**config.mk**
```make
export PLATFORM = sky130hd
export DESIGN_NAME = riscv_lsu_amo
export DESIGN_NICKNAME = d
export VERILOG_FILES = /design/src/rtl/riscv_lsu_amo.sv
export SDC_FILE = /design/constraint.sdc
export NUM_CORES = 1
export LEC_CHECK = 0
export ABC_CLOCK_PERIOD_IN_PS = 1240
export CAP_MARGIN = 20
export CORE_AREA = 2 2 117 107
export DETAILED_ROUTE_END_ITERATION = 10
export DIE_AREA = 0 0 119 109
export PLACE_DENSITY = 0.74
export REMOVE_ABC_BUFFERS = 1
export SYNTH_ARGS = -nofsm -noshare
export SYNTH_HDL_FRONTEND = slang
export SYNTH_SLANG_ARGS = --single-unit
```
**constraint.sdc**
```tcl
create_clock -name clk_i -period 1.24 [get_ports clk_i]
set_input_delay 0.124 -clock clk_i [delete_from_list [all_inputs] [get_ports clk_i]]
set_output_delay 0.124 -clock clk_i [all_outputs]
set_load 0.05 [all_outputs]
```
**src/rtl/riscv_lsu_amo.sv**
```systemverilog
// RV12 EX-stage load/store unit: pipelined LOAD/STORE plus optional A-extension (LR/SC, locked AMOs).
// Define RV12_LSU_AMO_EN to build the LR/SC/AMO sequencer and reservation register.

package riscv_lsu_amo_pkg;
  typedef enum logic [2:0] {
    BYTE       = 3'b000,
    HWORD      = 3'b001,
    WORD       = 3'b010,
    DWORD      = 3'b011,
    QWORD      = 3'b100,
    UNDEF_SIZE = 3'b111
  } biu_size_t;
endpackage

module riscv_lsu_amo
  import riscv_lsu_amo_pkg::*;
#(
  parameter int XLEN     = 32,
  parameter int RSV_GRAN = 3
) (
  input  logic            clk_i,
  input  logic            rst_ni,
  input  logic            ex_stall_i,
  input  logic            op_valid_i,
  input  logic [3:0]      op_i,
  input  biu_size_t       size_i,
  input  logic [XLEN-1:0] adr_i,
  input  logic [XLEN-1:0] wdata_i,
  output logic            lsu_stall_o,
  output logic            lsu_bubble_o,
  output logic [XLEN-1:0] lsu_r_o,
  output logic            lsu_misaligned_o,
  output logic            lsu_page_fault_o,
  output logic            dmem_req_o,
  output logic            dmem_lock_o,
  output logic            dmem_we_o,
  output biu_size_t       dmem_size_o,
  output logic [XLEN-1:0] dmem_adr_o,
  output logic [XLEN-1:0] dmem_d_o,
  input  logic            dmem_ack_i,
  input  logic [XLEN-1:0] dmem_q_i,
  input  logic            dmem_misaligned_i,
  input  logic            dmem_page_fault_i
);
  localparam int LB = $clog2(XLEN/8);
  localparam logic [3:0] OP_LOAD  = 4'd0;
  localparam logic [3:0] OP_STORE = 4'd1;

  logic            req_r, we_r, bubble_r, misaligned_r, page_fault_r;
  biu_size_t       size_r;
  logic [XLEN-1:0] adr_r, d_r, r_r;
  logic            req_s, we_s, bubble_s, misaligned_s, page_fault_s;
  biu_size_t       size_s;
  logic [XLEN-1:0] adr_s, d_s, r_s;
  logic            idle_s, accept_s, biu_err_s;

  function automatic logic [XLEN-1:0] lane_shift(input logic [XLEN-1:0] v, input logic [XLEN-1:0] a);
    return v << {a[LB-1:0], 3'b000};
  endfunction

  assign accept_s  = idle_s & op_valid_i & ~ex_stall_i;
  assign biu_err_s = dmem_ack_i & (dmem_misaligned_i | dmem_page_fault_i);

`ifdef RV12_LSU_AMO_EN
  localparam logic [3:0] OP_LR   = 4'd2;
  localparam logic [3:0] OP_SC   = 4'd3;
  localparam logic [3:0] OP_SWAP = 4'd4;
  localparam logic [3:0] OP_ADD  = 4'd5;
  localparam logic [3:0] OP_AND  = 4'd6;
  localparam logic [3:0] OP_OR   = 4'd7;
  localparam logic [3:0] OP_XOR  = 4'd8;
  localparam logic [3:0] OP_MIN  = 4'd9;
  localparam logic [3:0] OP_MAX  = 4'd10;
  localparam logic [3:0] OP_MINU = 4'd11;
  localparam logic [3:0] OP_MAXU = 4'd12;

  typedef enum logic [1:0] {IDLE = 2'd0, RD = 2'd1, WR = 2'd2} state_t;

  state_t                 state_r, state_s;
  logic [3:0]             op_r, op_s;
  logic [XLEN-1:0]        wdata_r, wdata_s;
  logic                   stall_r, stall_s, lock_r, lock_s;
  logic                   rsv_valid_r, rsv_valid_s;
  logic [XLEN-1:RSV_GRAN] rsv_adr_r, rsv_adr_s;
  logic                   aligned_s, rsv_hit_s, lt_s, ltu_s;
  logic [XLEN-1:0]        raw_s, old_s, opb_s, old_u_s, opb_u_s, new_s;

  function automatic logic [XLEN-1:0] sext32(input logic [XLEN-1:0] v);
    logic signed [31:0] w;
    w = $signed(v[31:0]);
    return XLEN'(w);
  endfunction

  function automatic logic [XLEN-1:0] zext32(input logic [XLEN-1:0] v);
    return XLEN'(v[31:0]);
  endfunction

  assign idle_s      = (state_r == IDLE);
  assign rsv_hit_s   = rsv_valid_r & (rsv_adr_r == adr_i[XLEN-1:RSV_GRAN]);
  assign lsu_stall_o = stall_r;
  assign dmem_lock_o = lock_r;

  // Atomics are word or doubleword only and must be naturally aligned
  always_comb begin
    aligned_s = 1'b0;
    case (size_i)
      WORD:    aligned_s = (adr_i[1:0] == 2'b00);
      DWORD:   aligned_s = (XLEN == 64) && (adr_i[2:0] == 3'b000);
      default: aligned_s = 1'b0;
    endcase
  end

  // Old memory value extraction and read-modify-write result; compare width follows size
  always_comb begin
    raw_s = dmem_q_i >> {adr_r[LB-1:0], 3'b000};
    if (size_r == WORD) begin
      old_s   = sext32(raw_s);
      opb_s   = sext32(wdata_r);
      old_u_s = zext32(raw_s);
      opb_u_s = zext32(wdata_r);
    end else begin
      old_s   = raw_s;
      opb_s   = wdata_r;
      old_u_s = raw_s;
      opb_u_s = wdata_r;
    end
    lt_s  = $signed(old_s) < $signed(opb_s);
    ltu_s = old_u_s < opb_u_s;
    case (op_r)
      OP_ADD:  new_s = old_s + opb_s;
      OP_AND:  new_s = old_s & opb_s;
      OP_OR:   new_s = old_s | opb_s;
      OP_XOR:  new_s = old_s ^ opb_s;
      OP_MIN:  new_s = lt_s  ? old_s : opb_s;
      OP_MAX:  new_s = lt_s  ? opb_s : old_s;
      OP_MINU: new_s = ltu_s ? old_s : opb_s;
      OP_MAXU: new_s = ltu_s ? opb_s : old_s;
      default: new_s = opb_s;
    endcase
  end

  // Sequencer next-state and next output values
  always_comb begin
    state_s      = state_r;
    op_s         = op_r;
    wdata_s      = wdata_r;
    stall_s      = stall_r;
    lock_s       = lock_r;
    rsv_valid_s  = rsv_valid_r;
    rsv_adr_s    = rsv_adr_r;
    req_s        = 1'b0;
    we_s         = we_r;
    size_s       = size_r;
    adr_s        = adr_r;
    d_s          = d_r;
    r_s          = r_r;
    bubble_s     = 1'b1;
    misaligned_s = dmem_ack_i & dmem_misaligned_i;
    page_fault_s = dmem_ack_i & dmem_page_fault_i;
    case (state_r)
      IDLE: begin
        if (accept_s) begin
          case (op_i)
            OP_LOAD, OP_STORE: begin
              req_s    = 1'b1;
              we_s     = (op_i == OP_STORE);
              size_s   = size_i;
              adr_s    = adr_i;
              d_s      = lane_shift(wdata_i, adr_i);
              bubble_s = 1'b0;
              if ((op_i == OP_STORE) && rsv_hit_s) rsv_valid_s = 1'b0;
              else                                 rsv_valid_s = rsv_valid_r;
            end
            OP_LR, OP_SC, OP_SWAP, OP_ADD, OP_AND, OP_OR, OP_XOR,
            OP_MIN, OP_MAX, OP_MINU, OP_MAXU: begin
              op_s    = op_i;
              wdata_s = wdata_i;
              if (!aligned_s) begin
                misaligned_s = 1'b1;
                bubble_s     = 1'b0;
              end else if (op_i == OP_SC) begin
                if (rsv_hit_s) begin
                  req_s   = 1'b1;
                  we_s    = 1'b1;
                  size_s  = size_i;
                  adr_s   = adr_i;
                  d_s     = lane_shift(wdata_i, adr_i);
                  stall_s = 1'b1;
                  lock_s  = 1'b0;
                  state_s = WR;
                end else begin
                  r_s      = {{(XLEN-1){1'b0}}, 1'b1};
                  bubble_s = 1'b0;
                end
              end else begin
                req_s   = 1'b1;
                we_s    = 1'b0;
                size_s  = size_i;
                adr_s   = adr_i;
                stall_s = 1'b1;
                lock_s  = (op_i != OP_LR);
                state_s = RD;
              end
              // SC always consumes the reservation; an AMO write to the granule kills it
              if ((op_i == OP_SC) || ((op_i != OP_LR) && rsv_hit_s)) rsv_valid_s = 1'b0;
              else                                                  rsv_valid_s = rsv_valid_r;
            end
            default: bubble_s = 1'b1;
          endcase
        end else begin
          bubble_s = 1'b1;
        end
      end
      RD: begin
        if (dmem_ack_i) begin
          if (biu_err_s) begin
            lock_s   = 1'b0;
            stall_s  = 1'b0;
            bubble_s = 1'b0;
            state_s  = IDLE;
          end else if (op_r == OP_LR) begin
            r_s         = old_s;
            lock_s      = 1'b0;
            stall_s     = 1'b0;
            bubble_s    = 1'b0;
            rsv_valid_s = 1'b1;
            rsv_adr_s   = adr_r[XLEN-1:RSV_GRAN];
            state_s     = IDLE;
          end else begin
            r_s     = old_s;
            req_s   = 1'b1;
            we_s    = 1'b1;
            d_s     = lane_shift(new_s, adr_r);
            state_s = WR;
          end
        end else begin
          state_s = RD;
        end
      end
      WR: begin
        if (dmem_ack_i) begin
          lock_s   = 1'b0;
          stall_s  = 1'b0;
          bubble_s = 1'b0;
          we_s     = 1'b0;
          state_s  = IDLE;
          if ((op_r == OP_SC) && !biu_err_s) r_s = '0;
          else                               r_s = r_r;
        end else begin
          state_s = WR;
        end
      end
      default: begin
        state_s = IDLE;
        stall_s = 1'b0;
        lock_s  = 1'b0;
      end
    endcase
    rsv_valid_s = rsv_valid_s & ~(misaligned_s | page_fault_s);
  end

  // Sequencer state, captured operand and reservation
  always_ff @(posedge clk_i or negedge rst_ni) begin
    if (!rst_ni) begin
      state_r     <= IDLE;
      op_r        <= 4'd0;
      wdata_r     <= '0;
      stall_r     <= 1'b0;
      lock_r      <= 1'b0;
      rsv_valid_r <= 1'b0;
      rsv_adr_r   <= '0;
    end else begin
      state_r     <= state_s;
      op_r        <= op_s;
      wdata_r     <= wdata_s;
      stall_r     <= stall_s;
      lock_r      <= lock_s;
      rsv_valid_r <= rsv_valid_s;
      rsv_adr_r   <= rsv_adr_s;
    end
  end
`else
  logic unused_s;
  localparam int UNUSED_GRAN = RSV_GRAN;

  assign idle_s      = 1'b1;
  assign lsu_stall_o = 1'b0;
  assign dmem_lock_o = 1'b0;
  assign unused_s    = ^dmem_q_i ^ biu_err_s;

  // Plain load/store issue; every other opcode is a no-op
  always_comb begin
    req_s        = 1'b0;
    we_s         = we_r;
    size_s       = size_r;
    adr_s        = adr_r;
    d_s          = d_r;
    r_s          = r_r;
    bubble_s     = 1'b1;
    misaligned_s = dmem_ack_i & dmem_misaligned_i;
    page_fault_s = dmem_ack_i & dmem_page_fault_i;
    if (accept_s && ((op_i == OP_LOAD) || (op_i == OP_STORE))) begin
      req_s    = 1'b1;
      we_s     = (op_i == OP_STORE);
      size_s   = size_i;
      adr_s    = adr_i;
      d_s      = lane_shift(wdata_i, adr_i);
      bubble_s = 1'b0;
    end else begin
      bubble_s = 1'b1;
    end
  end
`endif

  // Registered BIU request and result outputs
  always_ff @(posedge clk_i or negedge rst_ni) begin
    if (!rst_ni) begin
      req_r        <= 1'b0;
      we_r         <= 1'b0;
      bubble_r     <= 1'b1;
      misaligned_r <= 1'b0;
      page_fault_r <= 1'b0;
      size_r       <= UNDEF_SIZE;
      adr_r        <= '0;
      d_r          <= '0;
      r_r          <= '0;
    end else begin
      req_r        <= req_s;
      we_r         <= we_s;
      bubble_r     <= bubble_s;
      misaligned_r <= misaligned_s;
      page_fault_r <= page_fault_s;
      size_r       <= size_s;
      adr_r        <= adr_s;
      d_r          <= d_s;
      r_r          <= r_s;
    end
  end

  assign dmem_req_o       = req_r;
  assign dmem_we_o        = we_r;
  assign dmem_size_o      = size_r;
  assign dmem_adr_o       = adr_r;
  assign dmem_d_o         = d_r;
  assign lsu_bubble_o     = bubble_r;
  assign lsu_r_o          = r_r;
  assign lsu_misaligned_o = misaligned_r;
  assign lsu_page_fault_o = page_fault_r;

endmodule

```
==> qor.json <==
{
  "status": {
    "status": "finished, final reports clean"
  },
  "sta": {
    "portion_of_the_clock_cycle_consumed_by_the_worst_path_in_the_final_layout_pct": 98.12,
    "slew_violations": 0,
    "totalNegativeSetupSlack_ns": 0,
    "fmax_ghz": 0.8219,
    "setup_viol": 0,
    "rsz0062_at_grt": "true",
    "setup_ws_ns": 0.02330,
    "hold_ws_ns": 0.2778,
    "fin_worst_skew_ns": 0,
    "final_hold_vio_count": 0,
    "final_period_minus_worst_setup_slack_ns": 1.217
  },
  "cts": {
    "clock_buffer_count_from_cts": 9,
    "worst_skew_pair.late_latency_ns": 0.32,
    "clockBufferDepth": 2,
    "clock-sinks": 72,
    "htreeDepth": 3,
    "clock_pin_slew_reported_for_the_worst_setup_and_hold_paths_after_clock_tree_synthesis_ns": 0.05,
    "cts_tree": "yes",
    "clock-root-buffer": "clkbuf_16"
  },
  "synth": {
    "avgSynthCellArea_um2": 13.32,
    "number_of_enable_type_register_cells_in_the_synthesized_netlist": 0,
    "synth.ff_latch_count": 72,
    "synthDominantCellAreaShare_pct": 49.15,
    "synth_most_common_cell": "dfrtp_1",
    "synthTopCellsByArea": "dfrtp_1 49%, mux2_2 18%, mux2i_1 12%",
    "post-synth-top-area-cell": "dfrtp_1",
    "syn-cell-area_um2": 3462,
    "postSynth.asyncResetShare_pct": 100.0,
    "yosys.cell_types.count": 18,
    "yosys_warnings": 0,
    "synth_seq_area_share_pct": 52.19,
    "synthesis.instances": 260,
    "synthTopCellsByCount": "68 x dfrtp_1, 56 x mux2_2, 40 x mux2i_1",
    "postSynth.topFlopCell": "dfrtp_1"
  },
  "floorplanning": {
    "floorplan.initialDensity_pct": 29.24,
    "row_count": 38,
    "io_pins": 216,
    "die_area_um2": 12970,
    "die_width_um": 119,
    "floorplan.core_area_um2": 11840,
    "die_height_um": 109
  },
  "placed_design": {
    "dpl_worst_slack_ns": -0.5227,
    "place.detailed.hpwl_mm": 6.928,
    "last_weighted_congestion_value_of_the_routability_driven_placer": 0.7752,
    "post_place_cell_area_um2": 5859,
    "io_buffers": 149
  },
  "finish": {
    "postLayoutCoreUtil_pct": 55.65,
    "areaGrowthSynthToFinish_pct": 90.31,
    "layout_cells_sized_above_1_pct": 43.11,
    "n_antenna_cell": 0,
    "finish.instance_area_um2": 6589,
    "design.final.nets": 555
  },
  "drt": {
    "route.vias.total": 2623,
    "wl_cell_um": 16.18,
    "wl_mm": 9.868,
    "drtAntennaViolNets": 0,
    "detail_route.vias_per_cell": 4.300,
    "drt_drc_violations_left": 0,
    "drtPass1Iterations": 4,
    "detailedRoute.firstIterationViolations": 66
  },
  "global_routing": {
    "grt.met2_usage_pct": 27.46,
    "grtUsageTotal_pct": 15.10,
    "grt_pass1_vias": 2872,
    "maximum_number_of_pins_on_one_net_before_global_route_repair": 28,
    "grt_util_met1_pct": 16.21,
    "groute.layer.met3.usage_pct": 6.067,
    "grt_pass1_wl_mm": 15.17,
    "antenna_found_initial": 0,
    "top_usage_layer": "met2",
    "overflow": 0
  },
  "setup_path": {
    "startpoint_type": "input port",
    "end_kind": "flip-flop",
    "worst_path_required_ns": 1.45,
    "critical_path.max_fanout": 7,
    "timing.setup.critical_path_class": "in -> reg",
    "arrival_ns": 1.43
  },
  "power_and_ir_drop": {
    "leakage_nw": 2.979,
    "power.density_cell_area_nw_per_um2": 1718,
    "vdd.ir_drop.worst_mv": 1.238
  },
  "flow_run": {
    "maxCapViolations": 0
  },
  "min_path": {
    "timing.hold.worst.class": "in -> async"
  }
}
cells by family (layout without fill, tap and decap cells):
group / Yosys count / in the layout / synth area share [%]
compound gates: 8 / 8 / 2.024
buf+inv: 57 / 214 / 11.42
flops: 72 / 72 / 52.19
mux: 100 / 100 / 31.08
other cells: 1 / 34 / 0.1083
simple gates: 22 / 22 / 3.180
per-layer routing:
layer  wire, µm  vias to the layer above
met5          0                        -
met4        119                        0
met3        775                       12
met2       5290                      115
met1       3682                     1299
li1           -                     1197
final timing paths:
kind	cells after the start	slack, ns	startpoint	to
worst max-delay path	8	0.02	op_i[1]	dmem_d_o[11]
worst min-delay path	2	0.28	rst_ni	dmem_d_o[9]
worst max register to register	1	0.42	dmem_d_o[18]	dmem_d_o[18]
worst min register to register	1	0.56	dmem_adr_o[19]	dmem_adr_o[19]
max in group asynchronous	3	0.44	rst_ni	dmem_size_o[0]
min in group clk_i	2	0.35	dmem_misaligned_i	lsu_misaligned_o
final cells by class:
cell class / count / area (µm²)
multi-input cells: 164 / 1491
clock buffers: 13 / 250.2
fillers: 965 / 5250
well taps: 160 / 200.2
inverters: 9 / 33.78
clock inverters: 3 / 17.52
repair buffers: 189 / 2789
flip-flops and latches: 72 / 1807
critical path, stage by stage:
cell       delay (ns)
buf_6            0.10
nor4_4           0.30
clkbuf_16        0.19
buf_12           0.10
buf_6            0.09
buf_12           0.10
buf_12           0.12
mux2_4           0.29
through the flow:
| stage | instances | total power, mW |
|---|---|---|
| global placement | 574 | 8.780 |
| finish | 610 | 11.32 |
| floorplan | 245 | 5.795 |
| detailed placement | 574 | 8.880 |
| CTS | 604 | 11.41 |
| global route | 610 | 11.75 |
repair_timing:
item / 4_1_cts / 5_1_grt
setup buffers: 11 / 6
endpoints found under the hold margin: 22 / 0
setup endpoints to repair: 65 / 55
hold buffers: 1 / 0
gates cloned: 4 / 1
gates resized for setup: 40 / 30
pin swaps: 1 / 1
registers in the layout, indices dropped and copies added (netlist names):
name and count:
dmem_adr_o 32, dmem_d_o 32, dmem_req_o 1, dmem_size_o 3, dmem_we_o 1, lsu_bubble_o 1
lsu_misaligned_o 1, lsu_page_fault_o 1
cells in the final DEF, fill, tap and decap left out, drive strengths merged, types with 2 or more instances in the layout:
master         Yosys  final
mux2              60     60
dfstp              4      4
clkdlybuf4s50      0     70
clkinv             0      2
nand2              8      8
mux2i             40     40
inv                9      9
dfrtp             68     68
buf               45    113
and2               2      2
clkbuf             3     17
nor2               9      9
conb               1     34
o2bb2ai            8      8
power by group:
part | internal [mW] | switching, mW | total (mW) | leakage (nW)
Sequential | 2.89 | 0.577 | 3.47 | 0.892
Combinational | 2.76 | 2.74 | 5.51 | 1.96
Clock | 1.40 | 0.945 | 2.35 | 0.130
(Power assumes the default switching activity.)
